File: config.mk
export PLATFORM = sky130hd
export DESIGN_NAME = seven_seg_scan_driver
export DESIGN_NICKNAME = d
export VERILOG_FILES = /design/src/rtl/seg7_pkg.sv /design/src/rtl/seg7_lut.sv /design/src/rtl/seven_seg_scan_driver.sv
export SDC_FILE = /design/constraint.sdc
export NUM_CORES = 1
export LEC_CHECK = 0
export ABC_AREA = 0
export CAP_MARGIN = 10
export CORE_UTILIZATION = 55
export DETAILED_ROUTE_END_ITERATION = 12
export PLACE_DENSITY = 0.79
export SYNTH_ARGS = -nofsm -noshare
export SYNTH_HDL_FRONTEND = slang
export SYNTH_HIERARCHICAL = 1
export SYNTH_SLANG_ARGS = --single-unit
export TNS_END_PERCENT = 5
File: constraint.sdc
create_clock -name clk -period 3.19 [get_ports clk]
set_input_delay 0.4785 -clock clk [delete_from_list [all_inputs] [get_ports clk]]
set_output_delay 0.4785 -clock clk [all_outputs]
set_load 0.1 [all_outputs]
File: src/rtl/seg7_pkg.sv
// Shared seven-segment definitions: segment table, blank code and the decode helper.
// Segment vectors are {a,b,c,d,e,f,g} with bit6 = a.
package seg7_pkg;

  localparam logic [6:0] SEG_BLANK = 7'h00;

  // Codes A..E map to the classic 7447-style glyphs; code F is blank.
  localparam logic [6:0] SEG_LUT [16] = '{
    7'h7E, 7'h30, 7'h6D, 7'h79, 7'h33, 7'h5B, 7'h1F, 7'h70,
    7'h7F, 7'h73, 7'h0D, 7'h19, 7'h23, 7'h4B, 7'h0F, 7'h00
  };

  function automatic logic [6:0] seg7_decode(input logic [3:0] code);
    return SEG_LUT[code];
  endfunction

endpackage

File: src/rtl/seg7_lut.sv
// Combinational 4-bit code to seven-segment decoder.
module seg7_lut
  import seg7_pkg::*;
(
  input  logic [3:0] code_i,
  output logic [6:0] seg_o
);

  assign seg_o = seg7_decode(code_i);

endmodule

File: src/rtl/seven_seg_scan_driver.sv
// Time-multiplexed N-digit seven-segment driver with double-buffered digits,
// leading-zero suppression, blanking, anode dead-time and pin polarity control.
module seven_seg_scan_driver
  import seg7_pkg::*;
#(
  parameter int NUM_DIGITS     = 4,
  parameter int PRESCALE       = 1000,
  parameter int SEG_ACTIVE_LOW = 0,
  parameter int AN_ACTIVE_LOW  = 0
) (
  input  logic                                                  clk,
  input  logic                                                  rst_n,
  input  logic                                                  en,
  input  logic                                                  bi_n,
  input  logic                                                  lzs,
  input  logic                                                  load,
  input  logic [4*NUM_DIGITS-1:0]                               bcd_in,
  output logic [6:0]                                            seg_o,
  output logic [NUM_DIGITS-1:0]                                 an_o,
  output logic [((NUM_DIGITS > 1) ? $clog2(NUM_DIGITS) : 1)-1:0] dp_idx_o,
  output logic                                                  frame_tick
);

  localparam int CW = (PRESCALE > 1) ? $clog2(PRESCALE) : 1;
  localparam int IW = (NUM_DIGITS > 1) ? $clog2(NUM_DIGITS) : 1;
  localparam int DW = 4 * NUM_DIGITS;

  localparam logic [CW-1:0]         CNT_MAX = CW'(PRESCALE - 1);
  localparam logic [IW-1:0]         IDX_MAX = IW'(NUM_DIGITS - 1);
  localparam logic [6:0]            SEG_OFF = (SEG_ACTIVE_LOW != 0) ? 7'h7F : 7'h00;
  localparam logic [NUM_DIGITS-1:0] AN_OFF  = (AN_ACTIVE_LOW != 0) ? {NUM_DIGITS{1'b1}}
                                                                   : {NUM_DIGITS{1'b0}};

  logic [CW-1:0]         cnt_q, cnt_d;
  logic [IW-1:0]         idx_q, idx_d;
  logic [DW-1:0]         shadow_q, shadow_d;
  logic                  shadow_valid_q, shadow_valid_d;
  logic [DW-1:0]         display_q, display_d;
  logic [6:0]            seg_q, seg_d;
  logic [NUM_DIGITS-1:0] an_q, an_d;
  logic [IW-1:0]         dp_idx_q, dp_idx_d;
  logic                  tick_q, tick_d;

  logic                  slot_wrap;
  logic                  fb;
  logic [3:0]            digit_code;
  logic                  digit_suppress;
  logic [NUM_DIGITS-1:0] an_onehot;
  logic                  zero_above;
  logic [6:0]            lut_seg;
  logic [6:0]            seg_val;

  assign slot_wrap = (cnt_q == CNT_MAX);
  assign fb        = en && slot_wrap && (idx_q == IDX_MAX);

  // Digit select plus the suppression flag, scanning from the most significant digit down.
  always_comb begin
    digit_code     = 4'h0;
    digit_suppress = 1'b0;
    an_onehot      = '0;
    zero_above     = 1'b1;
    for (int k = NUM_DIGITS - 1; k >= 0; k--) begin
      zero_above = zero_above && (display_q[4*k +: 4] == 4'h0);
      if (idx_q == IW'(k)) begin
        digit_code     = display_q[4*k +: 4];
        digit_suppress = lzs && (k != 0) && zero_above;
        an_onehot[k]   = 1'b1;
      end
    end
  end

  seg7_lut u_lut (
    .code_i (digit_code),
    .seg_o  (lut_seg)
  );

  assign seg_val = digit_suppress ? SEG_BLANK : lut_seg;

  always_comb begin
    cnt_d          = cnt_q;
    idx_d          = idx_q;
    shadow_d       = shadow_q;
    shadow_valid_d = shadow_valid_q;
    display_d      = display_q;
    seg_d          = seg_q;
    an_d           = an_q;
    dp_idx_d       = dp_idx_q;
    tick_d         = fb;

    if (en) begin
      cnt_d = slot_wrap ? '0 : cnt_q + 1'b1;
      if (slot_wrap) begin
        idx_d = (idx_q == IDX_MAX) ? '0 : idx_q + 1'b1;
      end
      seg_d    = (bi_n ? seg_val : SEG_BLANK) ^ SEG_OFF;
      an_d     = ((bi_n && (cnt_q != '0)) ? an_onehot : {NUM_DIGITS{1'b0}}) ^ AN_OFF;
      dp_idx_d = idx_q;
    end

    // A load coinciding with the frame boundary bypasses the shadow so nothing is lost.
    if (load && fb) begin
      shadow_d       = bcd_in;
      display_d      = bcd_in;
      shadow_valid_d = 1'b0;
    end else begin
      if (fb && shadow_valid_q) begin
        display_d      = shadow_q;
        shadow_valid_d = 1'b0;
      end
      if (load) begin
        shadow_d       = bcd_in;
        shadow_valid_d = 1'b1;
      end
    end
  end

  always_ff @(posedge clk or negedge rst_n) begin
    if (!rst_n) begin
      cnt_q          <= '0;
      idx_q          <= '0;
      shadow_q       <= '0;
      shadow_valid_q <= 1'b0;
      display_q      <= '0;
      seg_q          <= SEG_OFF;
      an_q           <= AN_OFF;
      dp_idx_q       <= '0;
      tick_q         <= 1'b0;
    end else begin
      cnt_q          <= cnt_d;
      idx_q          <= idx_d;
      shadow_q       <= shadow_d;
      shadow_valid_q <= shadow_valid_d;
      display_q      <= display_d;
      seg_q          <= seg_d;
      an_q           <= an_d;
      dp_idx_q       <= dp_idx_d;
      tick_q         <= tick_d;
    end
  end

  assign seg_o      = seg_q;
  assign an_o       = an_q;
  assign dp_idx_o   = dp_idx_q;
  assign frame_tick = tick_q;

endmodule
==> run_results.csv <==
group,metric,value,unit
worst_setup_path,r2r_slack,0.51,ns
sta,setup_ws,0.5128,ns
job,max-cap-violations,0,
sta,tns,0,ns
floorplan,num_rows,25,
placed_design,port_buffers,35,
pwr,ir_worst_vdd,0.0003678,V
logic_synthesis,synth.largest_area_cell,"dfrtp_1",
logic_synthesis,ys_ff_latch,59,
route,drtIter0Drc,153,
worst_setup_path,crit_slowest_cell,"dfrtp_1",
route,drc,0,
clock_tree,hold_buffers,0,
floorplan,die_y,73.45,um
worst_setup_path,criticalPathCategory,"reg2reg",
clock_tree,clk_pin_slew,0.06,ns
logic_synthesis,postSynthCellCount,240,
route,antenna_left,0,
final_layout,post-route-cell-area,3391,um^2
route,vias_per_cell,5.717,
final_layout,drive_gt1_share,21.91,%
floorplan,die-area,5395,um^2
floorplan,coreArea,4817,um^2
grt,antenna_found_initial,0,
route,vias,2001,
sta,fmax,373.5,MHz
floorplan,io_pins,36,
status,outcome,"completed",
final_layout,area_growth,20.77,%
clock_tree,clock-root-buffer,"clkbuf_8",
worst_setup_path,cp.required,3.42,ns
logic_synthesis,syn_nets,272,
clock_tree,cts_tree,"yes",
logic_synthesis,synth-seq-area-share,52.58,%
sta,fin_skew,0.006902,ns
logic_synthesis,syn_area_per_cell,11.70,um^2
worst_setup_path,critPathLaunchType,"flip-flop",
clock_tree,clk_latency,0.34,ns
sta,hold_viol_final,0,
placed_design,gp_congestion,0.8461,
route,routedWlPerCell,15.11,um
logic_synthesis,synth_top_area_share,52.58,%
grt,first_global_vias,1874,
final_layout,layout.nets,311,
floorplan,die_w,73.45,um
pwr,power_density,524.5,nW/um^2
final_layout,final_cell_mix,"dfrtp_1 (59), mux2_2 (30), clkdlybuf4s50_1 (27), nand2_1 (19)",
worst_setup_path,crit_arrival,2.91,ns
worst_setup_path,slowest_delay,0.42,ns
placed_design,preCtsSetupSlack,0.5598,ns
clock_tree,cts_resized,0,
route,routed_wirelength,5287,um
sta,fin_crit_sh,83.92,%
clock_tree,cts-buffers-inserted,9,
logic_synthesis,synth_area_leaders,"dfrtp_1 (53%), mux2_2 (12%), ha_1 (4.5%), a22o_1 (3.4%), nand2_1 (2.5%)",
sta,rsz0062_at_grt,"false",
min_path,holdCritPathClass,"in2async",
logic_synthesis,syn-cell-area,2808,um^2
sta,fin_crit,2.677,ns
worst_setup_path,cp_max_fo,9,
grt,grt_max_degree,46,
clock_tree,clk_path_buf_depth,2,
grt,grt_pass1_wl,9045,um
logic_synthesis,yosysWarnings,6,
placed_design,dpl_cell_area,3197,um^2
floorplan,initial_utilization,58.29,%
sta,slew_viol_final,0,
clock_tree,cts.sinks,59,
pwr,p_leak,1.522,nW
grt,grt-ovfl-total,0,
grt,grtUsageTotal,22.56,%
worst_setup_path,end_kind,"flip-flop",
sta,worstMarginPinSlew,0.9680,ns
sta,worst_hold_slack,0.2888,ns
logic_synthesis,synth.distinct_cells,43,
sta,setup_viol,0,
final_layout,fill_cells,384,
route,drt-pass1-iter-count,4,
sta,slew_headroom,35.27,%
final_layout,layout_commonest_cell,"dfrtp_1",
clock_tree,cts_max_level,3,
clock_tree,cts_setup_buffers,0,
final_layout,diodes,0,
worst_setup_path,path_cells,"inv_1 > ha_1 > nor2b_1 > a221oi_1 > o31ai_1 > inv_1 > ha_1 > nor2b_1 > nor3_1 > a21oi_1 > a22o_1",
placed_design,hpwl,3688,um
-- state kept, by name, summed over array words and instances, names as in the netlist --
| signal | cells |
|---|---|
| idx_q | 2 |
| display_q | 16 |
| dp_idx_o | 2 |
| shadow_valid_q | 1 |
| cnt_q | 10 |
| an_o | 4 |
| shadow_q | 16 |
| frame_tick | 1 |
| seg_o | 7 |
-- logic make-up (layout without fill, tap and decap cells) --
family,count (synthesis),count (layout),synth area share (%)
adder cells (fa/ha/maj),10,10,4.456
flip-flops,59,59,52.58
buffers and inverters,22,65,3.475
XOR/XNOR,5,5,1.560
multiplexers,33,33,13.10
AO/OA/AOI/OAI,50,50,12.57
AND/OR/NAND/NOR,61,61,12.26
-- path summary, 6_finish.rpt --
| kind | startpoint | to | cells after the start |
|---|---|---|---|
| max | idx_q[0] | seg_o[1] | 11 |
| min | rst_n | seg_o[1] | 1 |
| max reg2reg | idx_q[0] | seg_o[1] | 11 |
| min reg2reg | display_q[1] | display_q[1] | 2 |
| max in group asynchronous | rst_n | display_q[15] | 2 |
| min in group clk | display_q[1] | display_q[1] | 2 |
-- metrics by stage --
| step | utilization, % | power, mW | cells |
|---|---|---|---|
| 2_1_floorplan | - | 1.028 | 240 |
| 3_3_place_gp | 66.36 | 1.113 | 335 |
| 3_5_place_dp | 66.36 | 1.119 | 335 |
| 4_1_cts | 70.39 | 1.792 | 350 |
| 5_1_grt | 70.39 | 1.858 | 350 |
| 6_report | 70.39 | 1.778 | 350 |
-- worst max-delay path: cells and delay by family (launching register included) --
family | cells | cell delay, ns
AOI/OAI and AO/OA | 4 | 0.77
adders and majority gates | 2 | 0.57
and+or+nand+nor | 3 | 0.55
DFF | 1 | 0.42
buffers and inverters | 2 | 0.25
-- synthesized netlist by cell type --
library cell,n
clkbuf_1,6
inv_1,9
or3_1,3
nand2_1,19
nor3_1,6
o22ai_1,6
a22o_1,11
nand4_1,4
buf_2,3
nor2b_1,5
ha_1,10
nor2_1,8
nor3_2,1
o31ai_1,4
or4b_1,1
a221oi_1,3
or4_1,1
nand3_1,1
mux2i_1,3
buf_1,1
and4_1,4
o21ai_0,12
and2_1,1
o211ai_1,1
dfrtp_1,59
buf_4,1
o31a_1,2
and4bb_2,1
mux2_2,30
and3_2,1
o211a_1,1
xnor2_1,5
nor2b_4,1
a21oi_1,6
inv_2,1
nor4b_1,1
a21o_1,2
and3b_1,1
nor4_1,1
a31oi_1,1
and3_1,1
a41oi_2,1
buf_6,1
-- area by class of cell --
class                   count  area (um^2)  area share [%]
flip-flops and latches     59         1476           43.54
multi-input cells         159         1234           36.38
repair buffers             40        365.4           10.77
clock buffers              13        158.9           4.686
well taps                  67        83.83           2.472
inverters                  10        37.54           1.107
clock inverters             2        35.03           1.033
-- power breakdown --
| group | switching [mW] | internal, mW |
|---|---|---|
| clock | 0.274 | 0.398 |
| sequential | 0.0529 | 0.806 |
| combinational | 0.144 | 0.103 |
| total | 0.471 | 1.31 |
-- layer usage --
| layer | wire length, um | part of all wire, % | GRT usage [%] | vias up |
|---|---|---|---|---|
| met5 | 0 | 0 | 0 | - |
| met4 | 64 | 1.2 | 7.692 | 0 |
| met3 | 263 | 5.0 | 6.584 | 8 |
| met2 | 2454 | 46 | 33.23 | 57 |
| met1 | 2504 | 47 | 31.95 | 986 |
| li1 | - | - | - | 950 |
Note: power is estimated with default switching activity, not from simulation.
